==> config.mk <==
export PLATFORM = sky130hd
export DESIGN_NAME = uart_mmio_tx
export DESIGN_NICKNAME = d
export VERILOG_FILES = /design/src/rtl/uart_mmio_tx.sv
export SDC_FILE = /design/constraint.sdc
export NUM_CORES = 1
export LEC_CHECK = 0
export CAP_MARGIN = 0
export CORE_MARGIN = 10
export CORE_UTILIZATION = 50
export DETAILED_ROUTE_END_ITERATION = 16
export PLACE_DENSITY = 0.76
export SYNTH_ARGS = -nofsm -noshare
export SYNTH_HDL_FRONTEND = slang
export SYNTH_SLANG_ARGS = --single-unit
==> constraint.sdc <==
create_clock -name clk -period 2.5 [get_ports clk]
set_input_delay 0.5 -clock clk [delete_from_list [all_inputs] [get_ports clk]]
set_output_delay 0.5 -clock clk [all_outputs]
set_load 0.01 [all_outputs]
==> src/rtl/uart_mmio_tx.sv <==
// Memory-mapped UART transmitter: CPU stores to TXDATA_ADDR queue bytes, STAT_ADDR reads status / clears overflow.
// Define UART_TX_PARITY_EN to insert an even-parity bit between the data bits and the stop bit.
module uart_mmio_tx #(
  parameter logic [11:0] TXDATA_ADDR  = 12'hFF0,
  parameter logic [11:0] STAT_ADDR    = 12'hFF1,
  parameter int          CLKS_PER_BIT = 16,
  parameter int          FIFO_DEPTH   = 4
) (
  input  logic        clk,
  input  logic        reset,
  input  logic        MemoryWrite,
  input  logic [11:0] DataAdder,
  input  logic [11:0] WriteData,
  output logic [11:0] ReadData,
  output logic        tx,
  output logic        busy
);

  localparam int          PTR_W    = $clog2(FIFO_DEPTH);
  localparam int          CNT_W    = PTR_W + 1;
  localparam logic [11:0] BIT_LAST = 12'(CLKS_PER_BIT - 1);

  typedef enum logic [2:0] {
    S_IDLE,
    S_START,
    S_DATA,
`ifdef UART_TX_PARITY_EN
    S_PARITY,
`endif
    S_STOP
  } state_t;

  state_t             state_q;
  logic [11:0]        bit_cnt_q;
  logic [2:0]         bit_idx_q;
  logic [7:0]         shift_q;
  logic               tx_q;
  logic               busy_q;

  logic [7:0]         mem_q [FIFO_DEPTH];
  logic [PTR_W-1:0]   wr_ptr_q, wr_ptr_d;
  logic [PTR_W-1:0]   rd_ptr_q, rd_ptr_d;
  logic [CNT_W-1:0]   count_q, count_d;
  logic               ovf_q, ovf_d;

  logic               fifo_empty, fifo_full, bit_end;
  logic               push_req, push, pop, stat_wr, ovf_evt;
  logic [7:0]         pop_data;
  logic               unused_wdata;

  assign unused_wdata = ^WriteData[11:8];

  assign fifo_empty = (count_q == '0);
  assign fifo_full  = (count_q == CNT_W'(FIFO_DEPTH));
  assign bit_end    = (bit_cnt_q == BIT_LAST);
  assign pop_data   = mem_q[rd_ptr_q];

  // A pop frees a slot on the same edge, so a push into a full FIFO is still accepted then.
  assign pop      = !fifo_empty && ((state_q == S_IDLE) || ((state_q == S_STOP) && bit_end));
  assign push_req = MemoryWrite && (DataAdder == TXDATA_ADDR);
  assign push     = push_req && (!fifo_full || pop);
  assign ovf_evt  = push_req && !push;
  assign stat_wr  = MemoryWrite && (DataAdder == STAT_ADDR);

  always_comb begin
    wr_ptr_d = wr_ptr_q;
    rd_ptr_d = rd_ptr_q;
    count_d  = count_q;
    ovf_d    = ovf_q;
    if (push) wr_ptr_d = wr_ptr_q + PTR_W'(1);
    if (pop)  rd_ptr_d = rd_ptr_q + PTR_W'(1);
    case ({push, pop})
      2'b10:   count_d = count_q + CNT_W'(1);
      2'b01:   count_d = count_q - CNT_W'(1);
      default: count_d = count_q;
    endcase
    if (ovf_evt)      ovf_d = 1'b1;
    else if (stat_wr) ovf_d = 1'b0;
  end

  always_ff @(posedge clk or negedge reset) begin
    if (!reset) begin
      wr_ptr_q <= '0;
      rd_ptr_q <= '0;
      count_q  <= '0;
      ovf_q    <= 1'b0;
    end else begin
      wr_ptr_q <= wr_ptr_d;
      rd_ptr_q <= rd_ptr_d;
      count_q  <= count_d;
      ovf_q    <= ovf_d;
    end
  end

  // Storage holds no state that matters after reset; pointers and count define validity.
  always_ff @(posedge clk) begin
    if (push) mem_q[wr_ptr_q] <= WriteData[7:0];
  end

  always_ff @(posedge clk or negedge reset) begin
    if (!reset) begin
      state_q   <= S_IDLE;
      bit_cnt_q <= '0;
      bit_idx_q <= '0;
      shift_q   <= '0;
      tx_q      <= 1'b1;
      busy_q    <= 1'b0;
    end else begin
      case (state_q)
        S_IDLE: begin
          if (pop) begin
            state_q   <= S_START;
            shift_q   <= pop_data;
            bit_cnt_q <= '0;
            tx_q      <= 1'b0;
            busy_q    <= 1'b1;
          end
        end
        S_START: begin
          if (bit_end) begin
            state_q   <= S_DATA;
            bit_cnt_q <= '0;
            bit_idx_q <= '0;
            tx_q      <= shift_q[0];
          end else begin
            bit_cnt_q <= bit_cnt_q + 12'd1;
          end
        end
        S_DATA: begin
          if (bit_end) begin
            bit_cnt_q <= '0;
            if (bit_idx_q == 3'd7) begin
              bit_idx_q <= '0;
`ifdef UART_TX_PARITY_EN
              state_q   <= S_PARITY;
              tx_q      <= ^shift_q;
`else
              state_q   <= S_STOP;
              tx_q      <= 1'b1;
`endif
            end else begin
              bit_idx_q <= bit_idx_q + 3'd1;
              tx_q      <= shift_q[bit_idx_q + 3'd1];
            end
          end else begin
            bit_cnt_q <= bit_cnt_q + 12'd1;
          end
        end
`ifdef UART_TX_PARITY_EN
        S_PARITY: begin
          if (bit_end) begin
            state_q   <= S_STOP;
            bit_cnt_q <= '0;
            tx_q      <= 1'b1;
          end else begin
            bit_cnt_q <= bit_cnt_q + 12'd1;
          end
        end
`endif
        S_STOP: begin
          if (bit_end) begin
            bit_cnt_q <= '0;
            // Chain straight into the next frame when more data is waiting.
            if (pop) begin
              state_q <= S_START;
              shift_q <= pop_data;
              tx_q    <= 1'b0;
            end else begin
              state_q <= S_IDLE;
              tx_q    <= 1'b1;
              busy_q  <= 1'b0;
            end
          end else begin
            bit_cnt_q <= bit_cnt_q + 12'd1;
          end
        end
        default: begin
          state_q   <= S_IDLE;
          bit_cnt_q <= '0;
          tx_q      <= 1'b1;
          busy_q    <= 1'b0;
        end
      endcase
    end
  end

  assign tx       = tx_q;
  assign busy     = busy_q;
  assign ReadData = (DataAdder == STAT_ADDR) ? {8'b0, ovf_q, fifo_empty, fifo_full, busy_q} : 12'h000;

endmodule

# Yosys cells after proc, flatten, opt, wreduce, memory -nomap -nowiden
# Memories as Yosys holds them, arrays and structs flattened.
# Cells that the tools add are included.
# totals
rom_bits,0
latchBits,0
in_bits,27
register_bits,36
output_inout_bits,14
wordCells,95
memories,1
mem_bits_rw,32
# memory_table
name,words,word_bits,read_ports,rd_ports_with_merged_regs,wr,line,rtl
mem_q,4,8,1,0,1,40,logic [7:0] mem_q [FIFO_DEPTH];
# op_classes
addsub,6
bitwise,1
eq_ne,16
n_shift,0
order_cmp,1
n_reduce_logical,24
mul,0
muxes,36
n_div,0
# op_table
cell,count
"equality test 12 bit, second input constant",2
2-to-1 mux 12 bit,2
2-to-1 mux 3 bit,8
case mux 12 bit (2 select lines),1
2-to-1 mux 8 bit,2
case mux 8 bit (2 select lines),1
2-to-1 mux 1 bit,15
"adder 12 x 1 -> 12 bit, second input constant",1
"equality test 12 x 4 -> 1 bit, second input constant",1
"!= test 2 bit, second input constant",6
case mux 3 bit (2 select lines),2
case mux 3 bit (4 select lines),1
AND reduction 4 bit,2
nonzero test 2 bit,4
"adder 3 x 1 -> 3 bit, second input constant",2
"equality test 3 x 2 -> 1 bit, second input constant",2
"equality test 3 bit, second input constant",2
logical AND 1 bit,6
logical NOT 3 bit,2
AND reduction 5 bit,1
"adder 2 x 1 -> 2 bit, second input constant",2
"less-than comparator 3 x 4 -> 1 bit, second input constant",1
2-to-1 mux 4 bit,1
case mux 1 bit (4 select lines),1
other kinds (13),16

# Depth between registers and ports, before layout
# Gate-level depths: netlist of the first run.
# depth
word_depth,9
depth_mapped,13
ltp_nobuf,12

# Worst setup path after synthesis of the first run
# No wires, ideal clock.
# synth_timing
kind,in2reg
startpoint,in DataAdder[1]
endpoint,reg count_q[2]
slack_ps,-116
stages,11
setup_time_ps,125
arrival_time_ps,2490
path_buffers,0
t_required_ps,2375
path_cell_list,or4b_1 > nor3_2 > and3b_1 > a21boi_4 > inv_1 > ha_1 > inv_1 > fa_1 > xor2_1 > nor2_1 > xor2_1
# synth_between
elab_chain_cells,5
elab_cells_between_ends,7
classes_between,3 x eq/ne; 1 x mux; 3 x reduce/logical
# synth_rtl
element,line,rtl
start: declaration,12,"input logic [11:0] DataAdder,"
equality test 12 bit *,60,assign push_req = MemoryWrite && (DataAdder == TXDATA_ADDR);
logical AND 1 bit *,60,
logical AND 1 bit *,61,assign push = push_req && (!fifo_full || pop);
equality test 2 x 1 -> 1 bit / equality test 2 bit (equally long branches),72,"case ({push, pop})"
case mux 3 bit (2 select lines) / nonzero test 2 bit (equally long branches),n/a,
end signal: assignment,90,count_q <= count_d;
end: declaration,43,"logic [CNT_W-1:0] count_q, count_d;"
# Every way passes the cells marked *; elsewhere a longest branch is shown, timed or not.
# A chain may end at the register's enable or synchronous reset.

# Worst setup path after layout of the first run
# layout_timing
startpoint,in DataAdder[4]
endpoint,out ReadData[1]
# layout_between
elab_chain_cells,2
# layout_rtl
element,line,rtl
equality test 12 bit,189,"assign ReadData = (DataAdder == STAT_ADDR) ? {8'b0, ovf_q, fifo_empty, fifo_full, busy_q} : 12'h000;"
2-to-1 mux 4 bit,189,
end: declaration,14,"output logic [11:0] ReadData,"
# Every way passes these cells.

==> qor.yml, run 1 <==
run_status:
  outcome: "finished clean"
final_layout:
  synthToLayoutAreaGrowth_pct: 21.69
  layout.cells.non_filler: 381
  layout_commonest_cell: "dfrtp_1"
  final_cell_mix: "dfrtp_1 (34), edfxtp_1 (32), buf_4 (21), o21ai_0 (19)"
  drive_above_1_share: 0.2862
  nets: 339
  fillCellCount: 495
  insertedDiodeCount: 0
  fin_area_um2: 3953
clock_network:
  cts_tree: "yes"
  cts_hold_buffers: 0
  clkSinkCount: 67
  worstSkewPairLatency_ns: 0.34
  h-tree-depth: 3
  clkTransAtPathRegs_ns: 0.07
  cts_max_path_buffers: 2
  numCtsBuffers: 9
  cts_root_buf: "clkbuf_8"
die:
  start_util: 0.5145
  die_w_um: 100.6
  core-area_um2: 6314
  rows: 29
  die-area_um2: 10120
  io_pins: 41
  die_y_um: 100.6
yosys:
  synth-compound-area-share: 0.08629
  synthCells: 249
  ys.flop_type: "dfrtp_1"
  synth-edff-count: 32
  synth_xor_xnor_area_share: 0.01888
  synth_top_family_by_area: "simple AND/OR/NAND/NOR gates"
  synthAdderAreaFrac: 0.05239
  synth-seq-cells: 67
  synthArstFlopShare: 0.5224
  seq_area_frac_synth: 0.5659
  synthSimpleGateAreaFrac: 0.1194
  synth_cell_type_count: 51
  syn-cell-area_um2: 3248
  avgSynthCellArea_um2: 13.04
  synthMuxAreaShare: 0.1140
  synth_warnings: 0
setup_path:
  cp_cell_sequence: "dlygate4sd2_1, or4b_4, nor3_4, buf_4, buf_4, and2_4, and3_4, buf_6"
  cp.arrival_ns: 1.92
  crit_slowest_cell: "or4b_4"
  critPathKind: "in2out"
  cp_top_family: "simple AND/OR/NAND/NOR gates"
  r2r_start: "bit_cnt_q[1]"
  r2r-end: "count_q[2]"
  cp_slowest_stage_delay_ns: 0.46
  r2r_cells: 10
  worstSetupEndpointType: "output port"
  worstPathRequired_ns: 2.00
  path_depth: 8
  cp_num_buf_inv: 4
  reg2reg_slack_ns: 0.20
  worst_setup_path_start_kind: "input port"
  worstPathMaxFanout: 2
  crit_top_cell: "buf_4"
timing:
  min_period_over_period: 0.9689
  hold_violations: 0
  worstMarginPinSlew_ns: 0.6052
  maxSlewViolCount: 0
  period_minus_slack_ns: 2.422
  setup_viol: 0
  fmax_mhz: 412.8
  maxSlewHeadroom: 0.5928
  finClkSkew_ns: 0.007733
place:
  place_inst: 359
  portBuffers: 28
  gp_congestion: 0.7649
  post_dp_cell_area_um2: 3671
  hpwl_um: 4373
global_routing:
  grt_pass1_wl_um: 10030
  grt.overflow.total: 0
  grt_use_total: 0.1258
  grt_max_degree: 36
  antenna_found_initial: 0
  grt_pass1_vias: 2117
detailed_routing:
  firstDrtPassIters: 4
  drtAntennaViolNets: 0
  via_per_inst: 5.483
  route.detailed.drc: 0
  vias: 2089
  routedWlPerCell_um: 16.06
  drtIter0Drc: 126
  wl_um: 6118
min_path:
  hold_path_end: "bit_idx_q[1]"
  min_from: "bit_idx_q[1]"
  hold_class: "reg2reg"
  hold_depth: 1
power_and_ir_drop:
  ir_drop_v: 0.0006713
  power_mw: 3.812
  power.density_nw_per_um2: 964.5
  leakagePower_nw: 1.596
flow_run:
  cap_violations: 0
## how the worst max path moves through the flow
stage,end,slack (ns),startpoint
2_1_floorplan,count_q[2],-0.03,DataAdder[1]
3_3_place_gp,ReadData[1],-0.47,DataAdder[1]
3_5_place_dp,ReadData[1],-0.49,DataAdder[1]
4_1_cts,count_q[2],0.004,bit_cnt_q[1]
5_1_grt,count_q[2],-0.03,DataAdder[10]
6_report,ReadData[1],0.08,DataAdder[4]
## kinds of logic after synthesis
kind of cell / Yosys count
xor gates and xnor gates: 7
AOI/OAI and AO/OA: 40
muxes: 24
buffers and inverters: 28
adders and majority gates: 13
DFF: 67
other: 1
and+or+nand+nor: 69
## per-layer routing
metal | up-vias | track usage | part of all wire
met3 | 6 | 0.03635 | 0.048
li1 | 1018 | - | -
met4 | 0 | 0.06196 | 0.0090
met5 | - | 0 | 0
met2 | 40 | 0.2005 | 0.51
met1 | 1025 | 0.1520 | 0.44
## repair_timing
item / in CTS / in global routing
endpoints found under the setup margin: 6 / 35
gates resized for setup: 23 / 11
pin swaps: 5 / 7
buffers inserted: 3 / 3
cloned: 0 / 0
## through the flow
stage	hold slack [ns]	setup WS, ns	util	setup TNS [ns]
2_1_floorplan	0.2044	-0.02816	-	-0.03015
3_3_place_gp	0.4734	-0.4718	0.5815	-11.34
3_5_place_dp	0.4913	-0.4899	0.5815	-12.04
4_1_cts	0.5087	0.003784	0.6211	0
5_1_grt	0.5213	-0.02636	0.6260	-0.02636
6_report	0.5051	0.07779	0.6260	0
## sequential cells by signal, indices dropped and copies added, names as in the netlist
name	count
wr_ptr_q	2
mem_q	32
ovf_q	1
count_q	3
bit_cnt_q	12
rd_ptr_q	2
shift_q	8
tx	1
state_q	2
busy	1
bit_idx_q	3
## where the power goes
part           switching [mW]  internal [mW]
Sequential              0.224           1.35
Clock                   0.450          0.479
Combinational           0.592          0.717
## worst reg2reg max path: stages (launching register included)
cell and delay [ns]:
dfrtp_1 0.45, ha_4 0.18, and4b_2 0.28, nand4_2 0.15, a21oi_2 0.19, ha_2 0.21, inv_2 0.04, fa_2 0.33
xor2_1 0.14, nor2_1 0.11, xor2_1 0.16
## synth_stat cells, drive strengths merged, types with 2 or more instances
library cell | count | share of area
nor2 | 12 | 0.014
nand3 | 6 | 0.0092
a21oi | 2 | 0.0077
a32o | 3 | 0.0092
and2 | 6 | 0.013
nand2b | 2 | 0.0039
ha | 12 | 0.046
mux4 | 9 | 0.062
a31oi | 4 | 0.0077
buf | 11 | 0.022
nor4 | 4 | 0.0096
o31ai | 3 | 0.0069
inv | 11 | 0.013
clkbuf | 6 | 0.0069
nor3 | 5 | 0.011
edfxtp | 32 | 0.30
mux2 | 11 | 0.039
mux2i | 4 | 0.012
nor2b | 2 | 0.0039
and3 | 6 | 0.013
dfrtp | 34 | 0.26
xor2 | 3 | 0.0081
nand4 | 5 | 0.012
o21ai | 19 | 0.029
nand2 | 17 | 0.020
xnor2 | 4 | 0.011
## cell type report
type | instances | area, µm² | share of cell area
Clock buffer | 9 | 123.9 | 0.03134
Clock inverter | 7 | 85.08 | 0.02153
Inverter | 11 | 41.29 | 0.01045
Multi-Input combinational cell | 161 | 1336 | 0.3381
Sequential cell | 67 | 1838 | 0.4650
Tap cell | 77 | 96.34 | 0.02437
Timing Repair Buffer | 49 | 431.7 | 0.1092
Power figures use the tool's default switching activity.
==> run 2, diff against run 1 <==
--- a/config.mk
+++ b/config.mk
@@ -10,6 +10,7 @@
 export CORE_UTILIZATION = 50
 export DETAILED_ROUTE_END_ITERATION = 16
 export PLACE_DENSITY = 0.76
+export SKIP_CTS_REPAIR_TIMING = 1
 export SYNTH_ARGS = -nofsm -noshare
 export SYNTH_HDL_FRONTEND = slang
 export SYNTH_SLANG_ARGS = --single-unit
==> qor.yml, run 2 (synthesis results as in run 1) <==
final_layout:
  nets: 336  # -0.88%
  final_cell_mix: "dfrtp_1 (33), edfxtp_1 (32), clkdlybuf4s50_1 (20), o21ai_0 (19), buf_4 (18)"
  top_register: "mem_q"
  insertedDiodeCount: 0  # unchanged
  layout_commonest_cell: "dfrtp_1"
  largest_reg_flops: 32  # unchanged
  drive_above_1_share: 0.2658  # -0.02040
  reg_top3: "mem_q: 32 flops, bit_cnt_q: 12 flops, shift_q: 8 flops"
  synthToLayoutAreaGrowth_pct: 21.69  # unchanged
  fin_area_um2: 3953  # unchanged
timing:
  worstMarginPinSlew_ns: 0.6609  # +0.05563 ns
  period_minus_slack_ns: 2.385  # -0.03718 ns
  hold_violations: 0  # unchanged
  setup_viol: 0  # unchanged
  maxSlewViolCount: 0  # unchanged
  finClkSkew_ns: 0.01095  # +0.003215 ns
  maxSlewHeadroom: 0.5554  # -0.03743
  min_period_over_period: 0.9540  # -0.01487
  fin_setup_tns_ns: 0  # unchanged
  fmax_mhz: 419.3  # +1.6%
setup_path:
  cp.arrival_ns: 1.89  # -0.03 ns
  critPathKind: "in2out"
  worstPathRequired_ns: 2.00  # about the same
  worstPathMaxFanout: 3  # +1
  reg2reg_slack_ns: 0.17  # -0.03 ns
  worst_setup_path_start_kind: "input port"
  worstSetupEndpointType: "output port"
global_routing:
  grt_pass1_wl_um: 9908  # -1.2%
  grt_max_degree: 36  # unchanged
  grt_use_total: 0.1244  # -0.001331
  grt_pass1_vias: 2117  # unchanged
  antenna_found_initial: 0  # unchanged
  grt.overflow.total: 0  # unchanged
min_path:
  hold_class: "reg2reg"
power_and_ir_drop:
  ir_drop_v: 0.0006724  # +0.17%
  power_mw: 3.821  # +0.24%
  power.density_nw_per_um2: 966.8  # +0.24%
  leakagePower_nw: 1.645  # +3.0%
clock_network:
  cts_max_path_buffers: 2  # unchanged
  worstSkewPairLatency_ns: 0.35  # about the same
  clkSinkCount: 67  # unchanged
  clkTransAtPathRegs_ns: 0.08  # about the same
  numCtsBuffers: 9  # unchanged
  h-tree-depth: 3  # unchanged
  cts_tree: "yes"
  cts_root_buf: "clkbuf_8"
place:
  hpwl_um: 4373  # unchanged
  portBuffers: 28  # unchanged
  post_dp_cell_area_um2: 3671  # unchanged
  gp_congestion: 0.7649  # unchanged
flow_run:
  cap_violations: 0  # unchanged
detailed_routing:
  drtIter0Drc: 117  # -7.1%
  firstDrtPassIters: 4  # unchanged
  wl_um: 6040  # -1.3%
  via_per_inst: 5.513  # +0.55%
  route.detailed.drc: 0  # unchanged
  vias: 2084  # -0.24%
  drtAntennaViolNets: 0  # unchanged
  routedWlPerCell_um: 15.98  # -0.49%
die:
  die_y_um: 100.6  # unchanged
  rows: 29  # unchanged
  core-area_um2: 6314  # unchanged
  die-area_um2: 10120  # unchanged
  die_w_um: 100.6  # unchanged
  io_pins: 41  # unchanged
  start_util: 0.5145  # unchanged
run_status:
  outcome: "finished clean"
## run 2: changes by cell type in the layout (fill, tap and decap cells not counted), moves of 2 or more
cell             change
clkdlybuf4s50_1      +3
clkdlybuf4s15_1      -2
dlymetal6s2s_1       +3
buf_4                -3
## run 2: critical path, stage by stage
cell and delay, ns:
clkbuf_2 0.08, or4b_4 0.54, nor3_4 0.21, buf_4 0.13, buf_4 0.09, and3_2 0.17
dlymetal6s2s_1 0.16
## run 2: stage by stage
stage | util | instances | hold slack (ns) | worst slack, ns
6_report | 0.6260 | 378 | 0.5069 | 0.1150
3_3_place_gp | 0.5815 | 359 | 0.4734 | -0.4718
3_5_place_dp | 0.5815 | 359 | 0.4913 | -0.4899
5_1_grt | 0.6260 | 378 | 0.5281 | -0.01125
4_1_cts | 0.6145 | 375 | 0.5087 | -0.4947
2_1_floorplan | - | 256 | 0.2044 | -0.02816
## run 2: area by class of cell
type                    instances  area (µm²)
well taps                      77       96.34
repair buffers                 46       420.4
flip-flops and latches         67        1839
multi-input cells             161        1346
clock buffers                   9       123.9
clock inverters                 7       85.08
fillers                       495        2361
inverters                      11       41.29
## run 2: worst paths after layout
kind	start	to	cells after the start
worst max register to register	bit_cnt_q[1]	count_q[2]	12
max in group asynchronous	reset	bit_cnt_q[1]	2
worst min register to register	bit_idx_q[1]	bit_idx_q[1]	1
worst min-delay path	bit_idx_q[1]	bit_idx_q[1]	1
worst max-delay path	DataAdder[2]	ReadData[2]	7
min in group asynchronous	reset	count_q[1]	2
## run 2: report_power, final
part / switching (mW) / internal [mW]
registers: 0.222 / 1.35
logic: 0.594 / 0.719
clock network: 0.455 / 0.479
## run 2: metal layers
metal  up-vias  global-route usage  routed length, µm
li1       1010                   -                  -
met1      1025              0.1489               2572
met2        42              0.1995               3079
met3         7             0.03635                328
met4         0             0.06196                 59
met5         -                   0                  0
